## config.mk

```make
export PLATFORM = sky130hd
export DESIGN_NAME = mips_multicycle_core
export DESIGN_NICKNAME = d
export VERILOG_FILES = /design/src/rtl/mips_pkg.sv /design/src/rtl/mips_mc_ctrl.sv /design/src/rtl/mips_multicycle_core.sv
export SDC_FILE = /design/constraint.sdc
export NUM_CORES = 2
export LEC_CHECK = 0
export CORE_MARGIN = 2
export CORE_UTILIZATION = 45
export DETAILED_ROUTE_END_ITERATION = 10
export GPL_TIMING_DRIVEN = 0
export PLACE_DENSITY = 0.71
export SETUP_SLACK_MARGIN = 0.3
export SLEW_MARGIN = 20
export SYNTH_ARGS = -nofsm -noshare
export SYNTH_HDL_FRONTEND = slang
export SYNTH_SLANG_ARGS = --single-unit
```

## constraint.sdc

```tcl
create_clock -name clk -period 128.2 [get_ports clk]
set_input_delay 38.46 -clock clk [delete_from_list [all_inputs] [get_ports clk]]
set_output_delay 38.46 -clock clk [all_outputs]
set_load 0.01 [all_outputs]
```

## src/rtl/mips_pkg.sv

```systemverilog
// mips_pkg: opcodes, FSM states and ALU helpers shared by the multicycle MIPS core
package mips_pkg;
  localparam logic [5:0] OP_R = 6'h00, OP_J = 6'h02, OP_JAL = 6'h03, OP_BEQ = 6'h04;
  localparam logic [5:0] OP_ADDI = 6'h08, OP_SLTI = 6'h0A, OP_LW = 6'h23, OP_SW = 6'h2B;
  localparam logic [5:0] FN_JR = 6'h08, FN_ADD = 6'h20, FN_SUB = 6'h22;
  localparam logic [5:0] FN_AND = 6'h24, FN_OR = 6'h25, FN_SLT = 6'h2A;
  typedef enum logic [3:0] {
    S_FETCH, S_DECODE, S_BRANCH, S_EXEC_R, S_EXEC_I, S_WB_ALU,
    S_MEM_ADR, S_MEM_RD, S_WB_MEM, S_MEM_WR, S_HALT
  } state_t;
  typedef enum logic [2:0] {ALU_ADD, ALU_SUB, ALU_AND, ALU_OR, ALU_SLT} alu_op_t;
  function automatic alu_op_t alu_op_of(input logic [5:0] fn);
    return fn == FN_SUB ? ALU_SUB : fn == FN_AND ? ALU_AND :
           fn == FN_OR ? ALU_OR : fn == FN_SLT ? ALU_SLT : ALU_ADD;
  endfunction
  function automatic logic [31:0] alu(input alu_op_t op, input logic [31:0] a, input logic [31:0] b);
    return op == ALU_SUB ? a - b : op == ALU_AND ? a & b : op == ALU_OR ? a | b :
           op == ALU_SLT ? {31'b0, $signed(a) < $signed(b)} : a + b;
  endfunction
endpackage

```

## src/rtl/mips_mc_ctrl.sv

```systemverilog
// mips_mc_ctrl: multicycle FSM; ports: clk/rst, opcode+funct of IR, mem handshake in,
// current state plus registered mem_read/mem_write/illegal and the retire pulse out.
module mips_mc_ctrl import mips_pkg::*; (
  input  logic       clk,
  input  logic       rst,
  input  logic [5:0] op_i,
  input  logic [5:0] funct_i,
  input  logic       mem_ready_i,
  output state_t     state_o,
  output logic       mem_read_o,
  output logic       mem_write_o,
  output logic       retire_o,
  output logic       illegal_o
);
  state_t state_q, state_d;
  logic xfer, r_ok, jump;
  assign xfer = mem_ready_i & (mem_read_o | mem_write_o);
  assign r_ok = funct_i inside {FN_ADD, FN_SUB, FN_AND, FN_OR, FN_SLT};
  assign jump = op_i == OP_J || op_i == OP_JAL || (op_i == OP_R && funct_i == FN_JR);
  assign state_o = state_q;
  // an instruction ends on whichever cycle hands control back to FETCH
  assign retire_o = state_q != S_FETCH && state_d == S_FETCH;
  always_comb begin
    state_d = state_q;
    case (state_q)
      S_FETCH: state_d = xfer ? S_DECODE : S_FETCH;
      S_DECODE: state_d = jump ? S_FETCH : op_i == OP_BEQ ? S_BRANCH :
                          (op_i == OP_R && r_ok) ? S_EXEC_R :
                          (op_i == OP_ADDI || op_i == OP_SLTI) ? S_EXEC_I :
                          (op_i == OP_LW || op_i == OP_SW) ? S_MEM_ADR : S_HALT;
      S_BRANCH, S_WB_ALU, S_WB_MEM: state_d = S_FETCH;
      S_EXEC_R, S_EXEC_I: state_d = S_WB_ALU;
      S_MEM_ADR: state_d = op_i == OP_LW ? S_MEM_RD : S_MEM_WR;
      S_MEM_RD: state_d = xfer ? S_WB_MEM : S_MEM_RD;
      S_MEM_WR: state_d = xfer ? S_FETCH : S_MEM_WR;
      default: state_d = S_HALT;
    endcase
  end
  // requests are registered from the next state, so the first fetch after reset
  // spends one cycle raising mem_read before the handshake can complete
  always_ff @(posedge clk or posedge rst)
    if (rst) begin
      state_q     <= S_FETCH;
      mem_read_o  <= 1'b0;
      mem_write_o <= 1'b0;
      illegal_o   <= 1'b0;
    end else begin
      state_q     <= state_d;
      mem_read_o  <= state_d == S_FETCH || state_d == S_MEM_RD;
      mem_write_o <= state_d == S_MEM_WR;
      illegal_o   <= state_d == S_HALT;
    end
endmodule

```

## src/rtl/mips_multicycle_core.sv

```systemverilog
// mips_multicycle_core: multicycle MIPS-I subset core with one shared ready-handshake memory port;
// ports: clk/rst, mem_addr/mem_wdata/mem_read/mem_write out, mem_rdata/mem_ready in,
// pc_out, retire pulse and sticky illegal-halt flag out.
module mips_multicycle_core import mips_pkg::*; #(
  parameter int          ADDR_W   = 32,
  parameter logic [31:0] RESET_PC = 32'h0000_0000,
  parameter bit          RF_RESET = 1'b1
) (
  input  logic              clk,
  input  logic              rst,
  output logic [ADDR_W-1:0] mem_addr,
  output logic [31:0]       mem_wdata,
  input  logic [31:0]       mem_rdata,
  output logic              mem_read,
  output logic              mem_write,
  input  logic              mem_ready,
  output logic [31:0]       pc_out,
  output logic              retire,
  output logic              illegal
);
  state_t state;
  logic [31:0] pc_q, ir_q, a_q, b_q, alu_q, mdr_q, sext, rs_v, rt_v, wd;
  logic [31:0] rf_q [32];
  logic [5:0] op, fn;
  logic [4:0] wa;
  logic we, xfer;
  mips_mc_ctrl u_ctrl (
    .clk(clk), .rst(rst), .op_i(op), .funct_i(fn), .mem_ready_i(mem_ready),
    .state_o(state), .mem_read_o(mem_read), .mem_write_o(mem_write),
    .retire_o(retire), .illegal_o(illegal)
  );
  assign op = ir_q[31:26];
  assign fn = ir_q[5:0];
  assign sext = {{16{ir_q[15]}}, ir_q[15:0]};
  assign rs_v = ir_q[25:21] == 5'd0 ? '0 : rf_q[ir_q[25:21]];
  assign rt_v = ir_q[20:16] == 5'd0 ? '0 : rf_q[ir_q[20:16]];
  assign xfer = mem_ready & (mem_read | mem_write);
  assign mem_addr = state == S_FETCH ? {pc_q[ADDR_W-1:2], 2'b00} : {alu_q[ADDR_W-1:2], 2'b00};
  assign mem_wdata = b_q;
  assign pc_out = pc_q;
  // jal links in DECODE (pc already +4); WB_ALU targets rd for R-type, rt otherwise
  assign we = (state == S_DECODE && op == OP_JAL) || state == S_WB_ALU || state == S_WB_MEM;
  assign wa = state == S_DECODE ? 5'd31 : (state == S_WB_ALU && op == OP_R) ? ir_q[15:11] : ir_q[20:16];
  assign wd = state == S_DECODE ? pc_q : state == S_WB_MEM ? mdr_q : alu_q;
  generate
    if (RF_RESET) begin : g_rf_rst
      always_ff @(posedge clk or posedge rst)
        if (rst) rf_q <= '{default: '0};
        else if (we && wa != 5'd0) rf_q[wa] <= wd;
    end else begin : g_rf
      always_ff @(posedge clk)
        if (we && wa != 5'd0) rf_q[wa] <= wd;
    end
  endgenerate
  always_ff @(posedge clk or posedge rst)
    if (rst) begin
      pc_q  <= RESET_PC;
      ir_q  <= '0;
      a_q   <= '0;
      b_q   <= '0;
      alu_q <= '0;
      mdr_q <= '0;
    end else begin
      case (state)
        S_FETCH: if (xfer) begin
          ir_q <= mem_rdata;
          pc_q <= pc_q + 32'd4;
        end
        S_DECODE: begin
          a_q   <= rs_v;
          b_q   <= rt_v;
          alu_q <= pc_q + (sext << 2);
          if (op == OP_J || op == OP_JAL) pc_q <= {pc_q[31:28], ir_q[25:0], 2'b00};
          else if (op == OP_R && fn == FN_JR) pc_q <= rs_v;
        end
        S_BRANCH: if (a_q == b_q) pc_q <= alu_q;
        S_EXEC_R: alu_q <= alu(alu_op_of(fn), a_q, b_q);
        S_EXEC_I: alu_q <= alu(op == OP_SLTI ? ALU_SLT : ALU_ADD, a_q, sext);
        S_MEM_ADR: alu_q <= a_q + sext;
        S_MEM_RD: if (xfer) mdr_q <= mem_rdata;
        default: ;
      endcase
    end
endmodule
```

=== Word level (Yosys, flattened, before mapping) ===
Index checks and enable logic that the tools add are counted.

* $add $sub $neg: 6
* $mul: 0
* Divide/modulo/power cells: 0
* Magnitude comparators: 6
* Eq/ne operators: 39
* Shift-type cells: 0
* Muxes and demuxes: 45
* Bitwise gates (word level): 9
* Reductions and logical operators: 30

{| class="wikitable"
|+ Operators by type and width
! operator !! count
|-
| $bwmux W1024 || 1
|-
| $mux W32 || 22
|-
| $bmux W32 S5 || 2
|-
| $demux W32 S5 || 1
|-
| $pmux W32 S4 || 1
|-
| $add A32 B32 Y32 || 3
|-
| $pmux W32 S3 || 1
|-
| $and A32 B32 Y32 || 2
|-
| $or A32 B32 Y32 || 2
|-
| $sub A32 B32 Y32 || 2
|-
| $eq A6 B6 Y1 const B || 7
|-
| $add A32 B3 Y32 const B || 1
|-
| $eq A32 B32 Y1 || 1
|-
| $lt A32 B16 Y1 || 1
|-
| $lt A32 B32 Y1 || 1
|-
| $mux W4 || 8
|-
| $pmux W4 S7 || 1
|-
| $eq A4 B3 Y1 const B || 5
|-
| $eq A6 B4 Y1 const B || 3
|-
| $ge A6 B6 Y1 const B || 3
|-
| $not A5 Y6 || 3
|-
| $eq A4 B4 Y1 const B || 4
|-
| $mux W3 || 5
|-
| $eq A3 B2 Y1 const B || 4
|-
| 27 further kinds || 51
|}

* Flip-flop bits (word level): 1223
* Bits in latches: 0
* Memory bits (writable): 0
* Bits in read-only memories: 0
* Input bits: 35
* Output and inout bits: 100
* Logic and storage cells: 178
* Memories: 0

=== Depth between registers and ports, before layout ===
* Depth in word-level cells: 11
* Gate-level depth with buffers: 15
* Mapped depth without buffers: 14

=== Modules after synthesis ===
From an unflattened synthesis, not the netlist that was laid out.

* Cells, all modules: 6654
* Area, all modules: 71317.1 sq um

{| class="wikitable"
|+ By module, submodules not included
! module !! times used !! cells each !! area each (sq um) !! sequential area each (sq um)
|-
| mips_multicycle_core || 1 || 6583 || 70711.6 || 30429.2
|-
| mips_mc_ctrl || 1 || 71 || 605.6 || 175.2
|}

=== Least setup slack after synthesis ===
No wires, ideal clock.

* Path type: input port to output port
* Start point: input port mem_ready
* End point: output port retire
* Data arrival time: 40051 ps
* Required time: 89740 ps
* Setup slack: 49689 ps
* Stages on the path: 6
* Buffers on the path: 0
* Cells stage by stage: o21a_1 > nor3_1 > a31o_2 > or4b_1 > or4_1 > nor2_1

* Word-level cells in the longest chain between the ends: 5
* Elaborated cells between the ends (all ways): 7
* Those cells by class: 4 x mux; 1 x bitwise; 2 x reduce/logical

{| class="wikitable"
|+ RTL lines
! item !! line !! text
|-
| start: declaration || mips_multicycle_core.sv:16 || <nowiki>input logic mem_ready,</nowiki>
|-
| $and A1 B1 Y1 (*) || mips_mc_ctrl.sv:17 || <nowiki>assign xfer = mem_ready_i & (mem_read_o | mem_write_o);</nowiki>
|-
| $mux W4, on equally long branches || mips_mc_ctrl.sv:35, mips_mc_ctrl.sv:34 ||
|-
| $pmux W4 S7 (*) || mips_mc_ctrl.sv:25 || <nowiki>case (state_q)</nowiki>
|-
| net u_ctrl.state_d[3] || mips_mc_ctrl.sv:15 || <nowiki>state_t state_q, state_d;</nowiki>
|-
| $logic_not A4 Y1 (*) || mips_mc_ctrl.sv:22 || <nowiki>assign retire_o = state_q != S_FETCH && state_d == S_FETCH;</nowiki>
|-
| $logic_and A1 B1 Y1 (*) || mips_mc_ctrl.sv:22 ||
|-
| end: declaration || mips_multicycle_core.sv:18 || <nowiki>output logic retire,</nowiki>
|}

The timed path passes the listed nets; every way through them passes the cells marked *.

=== Final worst setup path ===
* Start point: input port mem_ready
* End point: output port retire

* Word-level cells in the longest chain between the ends: 5
* Elaborated cells between the ends (all ways): 7
* Those cells by class: 4 x mux; 1 x bitwise; 2 x reduce/logical

{| class="wikitable"
|+ RTL lines
! item !! line !! text
|-
| $and A1 B1 Y1 (*) || mips_mc_ctrl.sv:17 ||
|-
| $mux W4 (tied with other cells) || mips_mc_ctrl.sv:35 || <nowiki>S_MEM_WR: state_d = xfer ? S_FETCH : S_MEM_WR;</nowiki>
|-
| $pmux W4 S7 (*) || mips_mc_ctrl.sv:25 ||
|-
| net u_ctrl.state_d[0] || mips_mc_ctrl.sv:15 ||
|-
| $logic_not A4 Y1 (*) || mips_mc_ctrl.sv:22 ||
|-
| $logic_and A1 B1 Y1 (*) || mips_mc_ctrl.sv:22 ||
|}

Marks and branches as above.

==> metrics.txt <==
# IOs=135; worst r2r src=ir_q[16]; via count=64,100; Setup TNS=0 ns; post-cts sizing count=0; Max H-tree Level=4; synthesized area per cell=9.91 µm²; pwr dens=between 10 and 15 nW/µm²; Max Fclk=~0.013 GHz; CP Data Arrival Time=41.29 ns; area share of the largest cell type after synthesis=43.1%; area share of fa/ha/maj cells after synthesis=3.44%; Initial Util=45.4%; worst-margin pin slew=about 1.4 ns; worst hold stages=1; CTS Root Cell=clkbuf_16; Area after DPL=between 70,000 and 80,000 µm²; area leader, netlist=dfrtp_1; DRT iter0 DRCs=8,749; Hold Path Sink=rf_q[1000]; Synth Area in Compound Gates=between 15 and 20%; drt first pass iters=8; layout cells sized above 1=between 10% and 20%; Most used DFF post-synth=dfrtp_1; maximum root-to-sink buffer count=3; Worst Setup Path Type=input pin to primary output; die span in y=~400 µm; Yosys warnings=0; TritonCTS clock tree=built; Tcrit/Tclk final=about 62%; CTS sink cnt=1,223; asr flop ratio synth=100%; vias per std cell=between 6 and 7; mux contribution to synthesized area=19.7%; fin area=80,000 µm²; CP max FO=5; Rows=~150; worst skew pair latency=0.82 ns; Synth Register Bits=1,223; pin count of the biggest net entering global routing=111; R2R setup slack=around 120 ns; buffer count from post-CTS setup fixing=0; fin nets=7,685; Die W=401 µm; max_slew headroom=7.75%; total grt overflow=0; Slew Limit Fails=0; unrepaired setup endpoints after global routing=false; P_leak=0.0314 µW; Max-cap violations=0; WL per Instance=31.5 µm; Synth cell types=slightly above 90; Setup Skew=0.0395 ns; clock buffer count from CTS=139; Layout area overhead=12.6%; Post-CTS Hold Buffers=0; Req. time, crit path=between 80 and 90 ns; status=finished clean; worst min path class=flip-flop to flip-flop; Port Buffer Count=132; top area cells in the synthesized netlist=dfrtp_1 (43%), mux4_2 (14%), o21ai_0 (7.6%); Simple-Gate Fraction of Synth Area=11.2%; Seq/Total Area, Yosys=a little over two fifths; initial antenna violation count=20; setup violators final=0; post-DP HPWL=235 mm; HP Start=rf_q[1000]; DRC=0; CP Capture Type=primary output; Gate Count Post-Synth=7,166; Core ar.=157,000 µm²; first-pass GRT wire length=435 mm; Mapped Area=71,000 µm²; largest family of logic cells by synthesized area=multiplexers; GPL Wtd Cong=a little over 1; Routed WL=304 mm; xor/xnor share of the synthesized area=less than 1%; vias in the first global route=62,400; crit path time final=79.75 ns; Startpoint Class=input pin; clock-pin slew on the worst setup and hold paths=0.06 ns; Post-synth EDFFs=0; GRT Total Usage=37.2%; die footprint=161,000 µm²; r2r worst-path depth=10; VDD IR-drop max=0.0149 mV; Detail Route Antenna Nets=0; Reg-to-Reg End=mem_wdata[9]; final hold violations=0
==> how the worst max path moves through the flow <==
stage               startpoint  slack (ns)        end
finish               mem_ready       48.45     retire
global route         mem_ready       48.22     retire
CTS                  mem_ready       48.42     retire
detailed placement   mem_ready       48.45     retire
global placement           rst       41.38  rf_q[640]
floorplan            mem_ready       49.69     retire
==> logic make-up after synthesis <==
logic type	Yosys count
AND/OR/NAND/NOR	1879
adder cells (fa/ha/maj)	193
multiplexers	822
flip-flops	1223
XOR/XNOR	72
AO/OA/AOI/OAI	2156
other	1
buffers and inverters	820
==> per-stage QoR <==
stage / util, % / worst slack, ns / instances / hold slack [ns] / power, µW
after floorplan: - / 49.69 / 7167 / 0.445 / 400
after global placement: 47.9 / 41.38 / 9357 / 0.458 / 404
after detailed placement: 48.2 / 48.45 / 9373 / 0.468 / 404
after CTS: 51.1 / 48.42 / 9617 / 0.480 / 804
after global routing: 51.1 / 48.22 / 9618 / 0.500 / 820
final: 51.1 / 48.45 / 9623 / 0.487 / 805
==> registers in the layout (all words and copies together) (netlist names) <==
| register | flops |
|---|---|
| mem_wdata | 32 |
| rf_q | 1024 |
| u_ctrl.mem_read_o | 1 |
| ir_q | 32 |
| a_q | 32 |
| u_ctrl.illegal_o | 1 |
| pc_out | 32 |
| u_ctrl.mem_write_o | 1 |
| alu_q | 32 |
| u_ctrl.state_o | 4 |
| mdr_q | 32 |
==> cell usage in the layout, fill, tap and decap left out, types with 36 or more instances in the layout <==
| master | count |
|---|---|
| o21ai_0 | 1075 |
| nor2_1 | 265 |
| clkdlybuf4s50_1 | 132 |
| buf_2 | 110 |
| xnor2_1 | 59 |
| o221ai_1 | 80 |
| nor3_1 | 110 |
| nand2b_1 | 53 |
| mux2i_1 | 232 |
| buf_1 | 45 |
| a21oi_1 | 401 |
| o21ai_1 | 179 |
| dfrtp_1 | 1222 |
| o21bai_1 | 36 |
| inv_1 | 145 |
| ha_1 | 189 |
| clkbuf_16 | 144 |
| nand2_1 | 1235 |
| mux2_2 | 142 |
| a211oi_1 | 36 |
| mux4_2 | 448 |
| o22ai_1 | 124 |
| clkbuf_1 | 512 |
| nand3_1 | 46 |
==> cells in the mapped netlist (all sizes together), types with 14 or more instances <==
library cell / count
nand4: 17
ha: 189
a31oi: 26
nor2b: 28
and3: 16
o21bai: 36
o22ai: 124
inv: 146
nor4: 14
mux4: 448
nor2: 271
nand3: 49
a211oi: 36
buf: 166
clkbuf: 506
o211ai: 18
o21ai: 1254
or2: 15
xnor2: 59
mux2i: 232
o221ai: 80
o31ai: 17
nand2b: 53
nor3: 116
mux2: 142
dfrtp: 1223
a21o: 21
nand2: 1243
a221oi: 32
a21oi: 403
==> critical path: stages <==
cell and delay (ns):
clkdlybuf4s50_1 0.42, o21ai_0 0.33, nor2_1 0.08, nor2_1 0.11, nor2_1 0.05, nor2_1 0.12, nor2_1 0.04, a311oi_1 0.32
inv_1 0.10, or4_1 0.56, nor2_1 0.11, clkdlybuf4s50_1 0.58
==> power breakdown <==
part           switching, µW  internal (µW)
clock                    173            235
combinational           8.72           2.02
sequential                 0            386
total                    181            623
==> final cells by class <==
cell class | instances | area, µm²
clock buffer | 201 | 4080
fill | 14200 | 76600
clock inverter | 43 | 469
antenna | 5 | 12.5
inverter | 148 | 563
timing repair buffer | 149 | 1730
buffer | 672 | 2720
tap | 2058 | 2570
multi-input combinational | 5124 | 37200
sequential | 1223 | 30600
==> metal layers <==
| layer | vias to the layer above | track usage (%) | routed length, µm |
|---|---|---|---|
| met2 | 4548 | 55.6 | 133000 |
| met3 | 1106 | 12.5 | 39000 |
| li1 | 26500 | - | - |
| met5 | - | 0 | 93 |
| met1 | 31900 | 45.6 | 108000 |
| met4 | 16 | 25.2 | 23800 |
No activity file was read; power rests on OpenSTA's default activity.
